===== config.mk =====
export PLATFORM = sky130hd
export DESIGN_NAME = app_irq_ctrl_flat
export DESIGN_NICKNAME = d
export VERILOG_FILES = /design/src/rtl/app_irq_ctrl_if.sv /design/src/rtl/app_irq_ctrl.sv /design/src/flat_wrapper.sv
export SDC_FILE = /design/constraint.sdc
export NUM_CORES = 1
export LEC_CHECK = 0
export CAP_MARGIN = 10
export CORE_UTILIZATION = 47
export DETAILED_ROUTE_END_ITERATION = 16
export PLACE_DENSITY = 0.77
export SYNTH_ARGS = -nofsm -noshare
export SYNTH_HDL_FRONTEND = slang
export SYNTH_SLANG_ARGS = --single-unit

===== constraint.sdc =====
create_clock -name OPB_Clk -period 2.05 [get_ports OPB_Clk]
set_input_delay 0.3075 -clock OPB_Clk [delete_from_list [all_inputs] [get_ports OPB_Clk]]
set_output_delay 0.3075 -clock OPB_Clk [all_outputs]
set_load 0.005 [all_outputs]

===== src/rtl/app_irq_ctrl_if.sv =====
// OPB slave-side bus bundle for app_irq_ctrl. Big-endian bit numbering: bit 0 is the MSB.
// Master drives the request fields. Slave returns data and a single-cycle acknowledge.
interface app_irq_ctrl_if;
    logic [0:31] OPB_ABus;
    logic [0:3]  OPB_BE;
    logic [0:31] OPB_DBus;
    logic        OPB_RNW;
    logic        OPB_select;
    logic        OPB_seqAddr;
    logic [0:31] Sl_DBus;
    logic        Sl_xferAck;
    logic        Sl_errAck;
    logic        Sl_retry;
    logic        Sl_toutSup;

    modport slave (
        input  OPB_ABus, OPB_BE, OPB_DBus, OPB_RNW, OPB_select, OPB_seqAddr,
        output Sl_DBus, Sl_xferAck, Sl_errAck, Sl_retry, Sl_toutSup
    );

    modport master (
        output OPB_ABus, OPB_BE, OPB_DBus, OPB_RNW, OPB_select, OPB_seqAddr,
        input  Sl_DBus, Sl_xferAck, Sl_errAck, Sl_retry, Sl_toutSup
    );
endinterface


===== src/rtl/app_irq_ctrl.sv =====
// Sticky 16-source interrupt status with enable and edge/level mode, plus an OPB register slave.
// Ack arrives one cycle after select and writes land at the end of the ack cycle; there is no backpressure.
module app_irq_ctrl #(
    parameter logic [31:0] C_BASEADDR   = 32'h0001_0000,
    parameter logic [31:0] C_HIGHADDR   = 32'h0001_00FF,
    parameter int          C_OPB_AWIDTH = 32,
    parameter int          C_OPB_DWIDTH = 32
) (
    input  logic                 OPB_Clk,
    input  logic                 OPB_Rst,
    app_irq_ctrl_if.slave        opb,
    input  logic [15:0]          user_evt,
    output logic [15:0]          app_irq
);
    typedef enum logic {S_IDLE, S_ACK} state_e;

    localparam logic [2:0] W_STATUS = 3'd0, W_ENABLE = 3'd1, W_PENDING = 3'd2,
                           W_FORCE  = 3'd3, W_MODE   = 3'd4, W_EVCNT   = 3'd5;
    localparam logic WIDTH_OK = (C_OPB_AWIDTH == 32) && (C_OPB_DWIDTH == 32);

    state_e      state_q, state_d;
    logic [2:0]  widx_q, widx_d;
    logic        rnw_q, rnw_d;
    logic [15:0] wdat_q, wdat_d;
    logic [15:0] wmask_q, wmask_d;
    logic [31:0] rdat_q, rdat_d;
    logic [15:0] status_q, status_d;
    logic [15:0] enable_q, enable_d;
    logic [15:0] mode_q, mode_d;
    logic [15:0] evt_q, evt_d;
    logic [15:0] app_irq_q, app_irq_d;
    logic [31:0] evcnt_q, evcnt_d;
    logic        first_q, first_d;

    logic [31:0] addr;
    logic        hit;
    logic [31:0] rd_mux;
    logic        wr_vld;
    logic [15:0] wbits, force_bits, clr_bits, rise, set_bits;
    logic        unused_ok;

    assign addr = opb.OPB_ABus;
    assign hit  = opb.OPB_select && (addr >= C_BASEADDR) && (addr <= C_HIGHADDR);

    always_comb begin
        rd_mux = '0;
        case (opb.OPB_ABus[27:29])
            W_STATUS:  rd_mux[15:0] = status_q;
            W_ENABLE:  rd_mux[15:0] = enable_q;
            W_PENDING: rd_mux[15:0] = status_q & enable_q;
            W_MODE:    rd_mux[15:0] = mode_q;
            W_EVCNT:   rd_mux       = evcnt_q;
            default:   rd_mux       = '0;
        endcase
    end

    // Request fields are captured on the hit so the write can be applied in the ack cycle.
    always_comb begin
        state_d = state_q;
        widx_d  = widx_q;
        rnw_d   = rnw_q;
        wdat_d  = wdat_q;
        wmask_d = wmask_q;
        rdat_d  = '0;
        case (state_q)
            S_IDLE: begin
                if (hit) begin
                    state_d = S_ACK;
                    widx_d  = opb.OPB_ABus[27:29];
                    rnw_d   = opb.OPB_RNW;
                    wdat_d  = opb.OPB_DBus[16:31];
                    wmask_d = {{8{opb.OPB_BE[2]}}, {8{opb.OPB_BE[3]}}};
                    if (opb.OPB_RNW) begin
                        rdat_d = rd_mux;
                    end
                end
            end
            S_ACK:   state_d = S_IDLE;
            default: state_d = S_IDLE;
        endcase
    end

    always_comb begin
        wr_vld     = (state_q == S_ACK) && !rnw_q;
        wbits      = wdat_q & wmask_q;
        force_bits = (wr_vld && widx_q == W_FORCE)  ? wbits : '0;
        clr_bits   = (wr_vld && widx_q == W_STATUS) ? wbits : '0;
        enable_d   = (wr_vld && widx_q == W_ENABLE) ? ((enable_q & ~wmask_q) | wbits) : enable_q;
        mode_d     = (wr_vld && widx_q == W_MODE)   ? ((mode_q & ~wmask_q) | wbits)   : mode_q;

        // The first cycle out of reset has a stale evt_q, so no edge is reported then.
        rise       = user_evt & ~evt_q & ~{16{first_q}};
        set_bits   = (mode_q & user_evt) | (~mode_q & rise) | force_bits;
        status_d   = set_bits | (status_q & ~clr_bits);

        evcnt_d = evcnt_q;
        if (wr_vld && widx_q == W_EVCNT) begin
            evcnt_d = '0;
        end else if (|(set_bits & ~status_q) && (evcnt_q != 32'hFFFF_FFFF)) begin
            evcnt_d = evcnt_q + 32'd1;
        end

        app_irq_d = status_q & enable_q;
        evt_d     = user_evt;
        first_d   = 1'b0;
    end

    always_ff @(posedge OPB_Clk) begin
        if (OPB_Rst) begin
            state_q   <= S_IDLE;
            widx_q    <= '0;
            rnw_q     <= 1'b0;
            wdat_q    <= '0;
            wmask_q   <= '0;
            rdat_q    <= '0;
            status_q  <= '0;
            enable_q  <= '0;
            mode_q    <= '0;
            evt_q     <= '0;
            app_irq_q <= '0;
            evcnt_q   <= '0;
            first_q   <= 1'b1;
        end else begin
            state_q   <= state_d;
            widx_q    <= widx_d;
            rnw_q     <= rnw_d;
            wdat_q    <= wdat_d;
            wmask_q   <= wmask_d;
            rdat_q    <= rdat_d;
            status_q  <= status_d;
            enable_q  <= enable_d;
            mode_q    <= mode_d;
            evt_q     <= evt_d;
            app_irq_q <= app_irq_d;
            evcnt_q   <= evcnt_d;
            first_q   <= first_d;
        end
    end

    assign opb.Sl_DBus    = rdat_q;
    assign opb.Sl_xferAck = (state_q == S_ACK);
    assign opb.Sl_errAck  = 1'b0;
    assign opb.Sl_retry   = 1'b0;
    assign opb.Sl_toutSup = 1'b0;
    assign app_irq        = app_irq_q;

    assign unused_ok = ^{opb.OPB_seqAddr, opb.OPB_BE[0:1], opb.OPB_DBus[0:15], WIDTH_OK};
endmodule


===== src/flat_wrapper.sv =====
// flat-port wrapper written by rule: the top's interface ports become plain ports
module app_irq_ctrl_flat 
#(
    parameter logic [31:0] C_BASEADDR   = 32'h0001_0000,
    parameter logic [31:0] C_HIGHADDR   = 32'h0001_00FF,
    parameter int          C_OPB_AWIDTH = 32,
    parameter int          C_OPB_DWIDTH = 32
)
  (OPB_Clk, OPB_Rst, user_evt, app_irq, opb_OPB_ABus, opb_OPB_BE, opb_OPB_DBus, opb_OPB_RNW, opb_OPB_select, opb_OPB_seqAddr, opb_Sl_DBus, opb_Sl_xferAck, opb_Sl_errAck, opb_Sl_retry, opb_Sl_toutSup);
  app_irq_ctrl_if opb_i ();
  input  logic OPB_Clk;
  input  logic OPB_Rst;
  input  logic [15:0] user_evt;
  output logic [15:0] app_irq;
  input wire logic [$bits(opb_i.OPB_ABus)-1:0] opb_OPB_ABus;
  input wire logic [$bits(opb_i.OPB_BE)-1:0] opb_OPB_BE;
  input wire logic [$bits(opb_i.OPB_DBus)-1:0] opb_OPB_DBus;
  input wire logic [$bits(opb_i.OPB_RNW)-1:0] opb_OPB_RNW;
  input wire logic [$bits(opb_i.OPB_select)-1:0] opb_OPB_select;
  input wire logic [$bits(opb_i.OPB_seqAddr)-1:0] opb_OPB_seqAddr;
  output wire logic [$bits(opb_i.Sl_DBus)-1:0] opb_Sl_DBus;
  output wire logic [$bits(opb_i.Sl_xferAck)-1:0] opb_Sl_xferAck;
  output wire logic [$bits(opb_i.Sl_errAck)-1:0] opb_Sl_errAck;
  output wire logic [$bits(opb_i.Sl_retry)-1:0] opb_Sl_retry;
  output wire logic [$bits(opb_i.Sl_toutSup)-1:0] opb_Sl_toutSup;
  assign opb_i.OPB_ABus = opb_OPB_ABus;
  assign opb_i.OPB_BE = opb_OPB_BE;
  assign opb_i.OPB_DBus = opb_OPB_DBus;
  assign opb_i.OPB_RNW = opb_OPB_RNW;
  assign opb_i.OPB_select = opb_OPB_select;
  assign opb_i.OPB_seqAddr = opb_OPB_seqAddr;
  assign opb_Sl_DBus = opb_i.Sl_DBus;
  assign opb_Sl_xferAck = opb_i.Sl_xferAck;
  assign opb_Sl_errAck = opb_i.Sl_errAck;
  assign opb_Sl_retry = opb_i.Sl_retry;
  assign opb_Sl_toutSup = opb_i.Sl_toutSup;
  app_irq_ctrl #(.C_BASEADDR(C_BASEADDR), .C_HIGHADDR(C_HIGHADDR), .C_OPB_AWIDTH(C_OPB_AWIDTH), .C_OPB_DWIDTH(C_OPB_DWIDTH)) u_core (.OPB_Clk(OPB_Clk), .OPB_Rst(OPB_Rst), .opb(opb_i), .user_evt(user_evt), .app_irq(app_irq));
endmodule

### Word-level counts from Yosys, hierarchy flattened

Cells that the tools add are included.
W data, S select, Z words.

* flip-flop bits (word level): 175
* input port bits: 89
* output and inout port bits: 52
* word-level logic and storage cells: 74

* $add $sub $neg: 1
* order comparisons: 2
* equal/unequal tests: 9
* muxes and demuxes: 6
* bitwise operators: 25
* reduce and logical (&&, ||, !) cells: 17

Operator list (count)
* $and A16 B16 Y16: 10
* $not A16 Y16: 6
* $or A16 B16 Y16: 5
* $pmux W16 S5: 1
* $add A32 B1 Y32 const B: 1
* $ge A32 B17 Y1 const B: 1
* $le A32 B17 Y1 const B: 1
* $mux W16: 2
* $ne A32 B32 Y1 const B: 1
* $reduce_or A16 Y1: 1
* $eq A3 B3 Y1 const B: 4
* $logic_and A1 B1 Y1: 9
* $eq A3 B1 Y1 const B: 2
* $eq A3 B2 Y1 const B: 2
* $logic_not A3 Y1: 2
* $reduce_or A5 Y1: 1
* $not A1 Y1: 4
* $reduce_or A4 Y1: 1
* $mux W1: 2
* $pmux W1 S2: 1
* $reduce_and A2 Y1: 1
* $reduce_or A2 Y1: 1
* $logic_not A1 Y1: 1

### Logic depth before layout (Yosys ltp)

Gate-level depths: netlist (run 1).

* depth in word-level cells: 9
* gate-level depth with buffers: 11
* depth with buffers taken out: 8

### Least setup slack after synthesis (run 1)

Ideal clock, no wire load.

* path type: reg2reg
* start point: register u_core.evcnt_q[0]
* end point: register u_core.evcnt_q[17]
* setup time: 115 ps
* data arrival time: 2009 ps
* required time: 1935 ps
* slack: -74 ps
* cell stages (with the launch flop): 10
* buffers on the path: 2
* period minus slack after synthesis: 2124 ps
* cells stage by stage: dfxtp_1 > ha_1 > nand2_1 > nor3_1 > nand4_1 > nor2_1 > clkbuf_1 > buf_2 > nor4_1 > o21a_1

* cells in the longest elaborated chain, start to end: 2
* elaborated cells on any way between the ends: 3
* those cells by class: add/sub: 1; eq/ne: 1; reduce/logical: 1

RTL lines
* start, declared: RTL line app_irq_ctrl.sv:32 `logic [31:0] evcnt_q, evcnt_d;`
* start signal, assigned: RTL line app_irq_ctrl.sv:135 `evcnt_q <= evcnt_d;`
* branches (longest 2 deep; another with $add A32 B1 Y32)

Several ways; the timed one is not identified.
A chain may end at the register's enable or synchronous reset.

### Worst setup path in the final report (run 1)

* start point: register u_core.rnw_q
* end point: register u_core.evcnt_q[22]

* cells in the longest elaborated chain, start to end: 8
* elaborated cells on any way between the ends: 10
* those cells by class: mux: 1; bitwise: 2; reduce/logical: 7

RTL lines
* start, declared: RTL line app_irq_ctrl.sv:23 `logic rnw_q, rnw_d;`
* start signal, assigned: RTL line app_irq_ctrl.sv:126 `rnw_q <= rnw_d;`
* $logic_not A1 Y1 (*): RTL line app_irq_ctrl.sv:84 `wr_vld = (state_q == S_ACK) && !rnw_q;`
* $logic_and A1 B1 Y1 (*): RTL line app_irq_ctrl.sv:84
* $logic_and A1 B1 Y1: RTL line app_irq_ctrl.sv:86 `force_bits = (wr_vld && widx_q == W_FORCE) ? wbits : '0;`
* $mux W16: RTL line app_irq_ctrl.sv:86
* $or A16 B16 Y16: RTL line app_irq_ctrl.sv:93 `set_bits = (mode_q & user_evt) | (~mode_q & rise) | force_bits;`
* $and A16 B16 Y16: RTL line app_irq_ctrl.sv:99 `end else if (|(set_bits & ~status_q) && (evcnt_q != 32'hFFFF_FFFF)) begin`
* $reduce_or A16 Y1: RTL line app_irq_ctrl.sv:99
* $logic_and A1 B1 Y1: RTL line app_irq_ctrl.sv:99

Mark *: on every way between the ends. The rest lies on a longest branch, timed or not.

==> results of run 1 <==
-- worst reg2reg max path, cell delays in order, from the launching register on --
cell,delay [ps]
dfxtp_2,320
buf_6,110
and4bb_1,270
and3_4,200
o41ai_4,80
nor4bb_4,180
buf_4,180
and2_4,180
or4_1,500
a21oi_1,120
-- power breakdown --
| part | total, µW | switching (µW) | internal [µW] |
|---|---|---|---|
| combinational | 607 | 298 | 309 |
| clock | 2980 | 1360 | 1620 |
| sequential | 3340 | 27.2 | 3310 |
| total | 6920 | 1680 | 5240 |
-- metrics by stage --
stage,power (µW),setup TNS (ps),util [%],cells
2_1_floorplan,3633,0,-,837
3_3_place_gp,3899,-15130,63.51,1221
3_5_place_dp,3908,-16090,63.51,1221
4_1_cts,6891,-2051,68.69,1263
5_1_grt,7136,-4650,69.89,1268
6_report,6922,-2448,69.89,1268
-- worst paths after layout --
path,from,end,slack (ps),cells past startpoint
setup / recovery,u_core.rnw_q$_SDFFE_PP0P_,u_core.evcnt_q[22]$_SDFFE_PP0P_,-160,9
hold / removal,OPB_Rst,u_core.opb.Sl_xferAck$_SDFF_PP0_,100,2
setup reg to reg,u_core.rnw_q$_SDFFE_PP0P_,u_core.evcnt_q[22]$_SDFFE_PP0P_,-160,9
hold reg to reg,flip-flop,u_core.app_irq[9]$_SDFF_PP0_,480,2
-- routing by layer --
layer  up-vias  track usage [%]
met5         -                0
met4         0            13.61
met3        63            5.670
met2       433            46.05
met1      3450            34.21
li1       3439                -
-- cell type report --
| cell class | instances | area, µm² | area share (%) |
|---|---|---|---|
| inverter | 22 | 82.58 | 0.8099 |
| timing repair buffer | 263 | 2306 | 22.62 |
| clock inverter | 13 | 96.34 | 0.9449 |
| multi-input combinational | 599 | 3657 | 35.87 |
| tap | 184 | 230.2 | 2.258 |
| clock buffer | 19 | 452.9 | 4.442 |
| sequential | 168 | 3371 | 33.06 |
-- cell usage in the layout, fill, tap and decap left out, types with 19 or more instances in the layout --
cell             count
dfxtp_1            164
buf_4              142
nor2_1             123
clkdlybuf4s50_1    112
nand2_1             97
a21oi_1             76
nand3_1             37
or4_1               21
inv_1               20
nor2b_1             19
-- repair_timing --
| item | CTS | global route |
|---|---|---|
| pin swaps | 27 | 19 |
| hold buffers | 0 | 0 |
| setup buffers | 6 | 5 |
| setup endpoints to repair | 32 | 34 |
| resized for setup | 34 | 37 |
| gates cloned | 5 | 0 |
-- cells in the mapped netlist (16+ instances only) --
| cell | instances | area (µm²) |
|---|---|---|
| inv_1 | 21 | 78.83 |
| nor2_1 | 126 | 473.0 |
| or4_1 | 26 | 195.2 |
| nand2_1 | 98 | 367.9 |
| clkbuf_1 | 35 | 131.4 |
| a21oi_1 | 80 | 400.4 |
| o21ai_0 | 19 | 95.09 |
| mux2i_1 | 16 | 160.2 |
| nor2b_1 | 19 | 118.9 |
| o31ai_1 | 19 | 142.6 |
| and2_1 | 17 | 106.4 |
| nand3_1 | 37 | 185.2 |
| dfxtp_1 | 168 | 3363 |
-- logic make-up after synthesis --
logic type / Yosys count / share of synthesized area (%)
muxes: 23 / 4.506
DFF: 168 / 47.69
other: 1 / 0.05317
and+or+nand+nor: 380 / 26.06
adders and majority gates: 1 / 0.1774
AOI/OAI and AO/OA: 187 / 16.84
buffers and inverters: 75 / 4.683
==> results.toml, run 1 <==
[detailed_routing]
top_layer_used = "met4"
wl_met2_mm = 10.62
drtPass1Iterations = 6
via_per_inst = 5.824
wl_met3_mm = 1.786
vias = 7385
antenna_left = 0
post-route-drc-count = 0
m1WireLength_mm = 8.697
first_iter_violations = 848
wl_per_cell_um = 17.15
routed_wl_mm = 21.75

[clock_tree]
cts_sinks = 168
htree_levels = 4
cts-root-buf = "clkbuf_16"
clk_pin_slew_worst_paths_ps = 70
numCtsBuffers = 17
clk_path_buf_depth = 2
clock_latency_ps = 430
cts_tree = "built"

[pwr]
peakVddDrop_mv = 0.6122
leakage_uw = 0.003854
power.density_mw_per_mm2 = 678.9

[synthesis]
yosysWarnings = 0
ys.flop_type = "dfxtp_1"
synth_edf_count = 0
async_reset_ff_share_pct = 0
synthesis.area_mm2 = 0.007053
syn_area_per_cell_um2 = 8.447
ys_seq_area_share_pct = 47.68
netlist_instances = 835
synth_cell_types = 50
synth_seq_cells = 168

[critical_path]
cp-start-kind = "flip-flop"
crit_path_end_kind = "flip-flop"
worstPathRequired_ps = 2410
cp_top_family = "simple AND/OR/NAND/NOR gates"
path_cells = "buf_6, and4bb_1, and3_4, o41ai_4, nor4bb_4, buf_4, and2_4, or4_1, a21oi_1"
worst-path-max-fanout = 8
cp_slowest_cell = "or4_1"
path_buf_inv = 2
cp.arrival_ps = 2570
crit_type = "reg -> reg"
crit_path_max_incr_delay_ps = 500

[timing]
grt_setup_unrepaired = "true"
maxSlewViolCount = 0
fin_skew_ps = 10.12
finalSetupViolations = 28
holdWs_ps = 103.7
max_freq_mhz = 452.7
slew_headroom_pct = 62.32
post-route-period-util_pct = 107.8
fin_ws_ps = -159.0
final-hold-violation-count = 0
period_minus_slack_ps = 2209
tightest_slew_ps = 563.2

[min_path]
hold_class = "in -> reg"

[floorplanning]
die_h_um = 124.5
initial_utilization_pct = 48.34
die_area_mm2 = 0.01550
core_mm2 = 0.01459
rows = 44
fp.dieW_um = 124.5
ios = 141

[finish]
n_antenna_cell = 0
fill_cells = 1092
finalInstanceArea_mm2 = 0.01020
fin_nets = 1161
area_growth_pct = 44.56
layout-drive-gt1-share_pct = 22.88

[placed_design]
post-place-ws_ps = -518.4
gp_congestion = 0.8700
dp_hpwl_mm = 14.49
portBuffers = 113
post_dp_cell_area_mm2 = 0.009265

[grt]
grt_max_degree = 51
grt_pass1_wl_mm = 34.44
antenna_found_initial = 0
grt_pass1_vias = 7007
grt-ovfl-total = 0
grtUsageTotal_pct = 27.76

[job]
cap_violations = 0

[outcome]
failed_checks = "setup timing"
run_status = "finished, violations left"
Power figures use the tool's default switching activity.
==> run 2, diff against run 1 <==
--- a/config.mk
+++ b/config.mk
@@ -6,9 +6,9 @@
 export NUM_CORES = 1
 export LEC_CHECK = 0
 export CAP_MARGIN = 10
-export CORE_UTILIZATION = 47
+export CORE_UTILIZATION = 40
 export DETAILED_ROUTE_END_ITERATION = 16
-export PLACE_DENSITY = 0.77
+export PLACE_DENSITY = 0.67
 export SYNTH_ARGS = -nofsm -noshare
 export SYNTH_HDL_FRONTEND = slang
 export SYNTH_SLANG_ARGS = --single-unit
==> run 2 against run 1 <==
The run still ends with setup timing left. Wire length decreased by 1.8%. Die area increased by 17%. Clock skew up 5.3 ps. Clock-buffer cell count up 2. Core utilization shrank 9.3 points. Register-to-register slack got worse by 30 ps. Global-route usage fell by 4.3 points. Design area increased by 2.5%. Fmax shrank 1.2%. Clock power rose by 10%. Non-clock buffer count increased by 6.
==> results.toml, run 2 (synthesis gave the netlist of run 1 again) <==
[timing]
fin_skew_ps = 15.38
slew_headroom_pct = 58.79
maxSlewViolCount = 0
max_freq_mhz = 447.2
post-route-period-util_pct = 109.1
grt_setup_unrepaired = "true"
tightest_slew_ps = 615.8
finalSetupViolations = 32
final-hold-violation-count = 0
period_minus_slack_ps = 2236
fin_ws_ps = -186.2

[finish]
n_antenna_cell = 0
layout-drive-gt1-share_pct = 24.79
fill_cells = 1480
layout_commonest_cell = "dfxtp_1"
final_core_util_pct = 60.63
fin_nets = 1167
area_growth_pct = 48.16
mostFrequentLayoutCells = "dfxtp_1, buf_4, nor2_1"

[detailed_routing]
via_per_inst = 5.416
vias = 7117
first_iter_violations = 678
antenna_left = 0
routed_wl_mm = 21.35
wl_per_cell_um = 16.25
post-route-drc-count = 0
drtPass1Iterations = 6

[floorplanning]
initial_utilization_pct = 40.92
die_h_um = 134.8
rows = 48
die_area_mm2 = 0.01817
core_mm2 = 0.01724
fp.dieW_um = 134.8
ios = 141

[critical_path]
worstPathRequired_ps = 2410
cp.arrival_ps = 2600
worst-path-max-fanout = 8
cp-start-kind = "flip-flop"
crit_type = "reg -> reg"
reg2regPathDepth = 8
crit_path_end_kind = "flip-flop"

[pwr]
leakage_uw = 0.003958
peakVddDrop_mv = 0.5636
power_uw = 7241
power.density_mw_per_mm2 = 692.9

[grt]
grtUsageTotal_pct = 23.42
antenna_found_initial = 0
grt_pass1_wl_mm = 32.88
grt_max_degree = 54
grt_pass1_vias = 6434
grt-ovfl-total = 0

[clock_tree]
clk_path_buf_depth = 2
cts-root-buf = "clkbuf_16"
holdBufCountCts = 0
numCtsBuffers = 17
clock_latency_ps = 440
clk_pin_slew_worst_paths_ps = 60
cts_tree = "built"
htree_levels = 4
cts_sinks = 168

[placed_design]
gp_congestion = 0.8619
dp_hpwl_mm = 14.57
portBuffers = 113

[outcome]
run_status = "finished, violations left"
failed_checks = "setup timing"

[min_path]
min_path_cells = 1
hold_class = "in -> reg"

[job]
cap_violations = 0
[run 2: cell count changes in the layout (fill, tap and decap cells not counted), sizes merged]
cell,change
clkinv,-3
clkinvlp,-2
clkbuf,+3
buf,+5
inv,-1
bufinv,+3
[run 2: what timing repair did]
item                                    CTS  global route
cloned                                    4             2
setup buffers                             2             6
pin swaps                                24            35
resized for setup                        44            49
endpoints found under the setup margin   32            52
[run 2: path summary, 6_finish.rpt]
check	to	slack, ps	startpoint
min reg2reg	u_core.app_irq[8]$_SDFF_PP0_	480	flip-flop
max reg2reg	u_core.evcnt_q[13]$_SDFFE_PP0P_	-190	u_core.first_q$_DFF_P_
max	u_core.evcnt_q[13]$_SDFFE_PP0P_	-190	u_core.first_q$_DFF_P_
min	u_core.first_q$_DFF_P_	130	OPB_Rst
[run 2: cell type report]
| cell class | count | area (µm²) | area share, % |
|---|---|---|---|
| Clock inverter | 10 | 141.4 | 1.353 |
| Inverter | 22 | 82.58 | 0.7902 |
| Multi-Input combinational cell | 599 | 3731 | 35.70 |
| Tap cell | 225 | 281.5 | 2.694 |
| Sequential cell | 168 | 3376 | 32.30 |
| Timing Repair Buffer | 269 | 2377 | 22.75 |
| Clock buffer | 21 | 460.4 | 4.406 |
[run 2: layer usage]
layer	wire length [µm]	GRT usage [%]	vias to the layer above
met5	0	0	-
li1	-	-	3461
met1	9546	30.44	3343
met3	1301	4.917	35
met2	10120	38.66	278
met4	375	7.678	0
[run 2: critical path, stage by stage (launching register included)]
cell and delay [ps]:
dfxtp_4 360, clkbuf_16 160, o21bai_1 260, nand2_1 150, o22ai_4 220, nor4_4 110
and2_4 210, or4_1 530, a21oi_2 150
[run 2: per-stage QoR]
stage	cells	area, µm²	hold slack, ps	TNS [ps]	setup WS [ps]
after global routing	1314	10450	121.8	-6223	-271.5
after global placement	1270	9389	458.7	-13340	-426.3
after detailed placement	1270	9389	467.4	-15410	-462.2
final	1314	10450	130.4	-3862	-186.2
after floorplan	837	7087	335.2	0	1.660
after CTS	1306	10190	116.1	-2837	-161.4
[run 2: power breakdown]
| group | switching [µW] | internal, µW |
|---|---|---|
| clock network | 1320 | 1980 |
| registers | 30.8 | 3310 |
| logic | 294 | 311 |
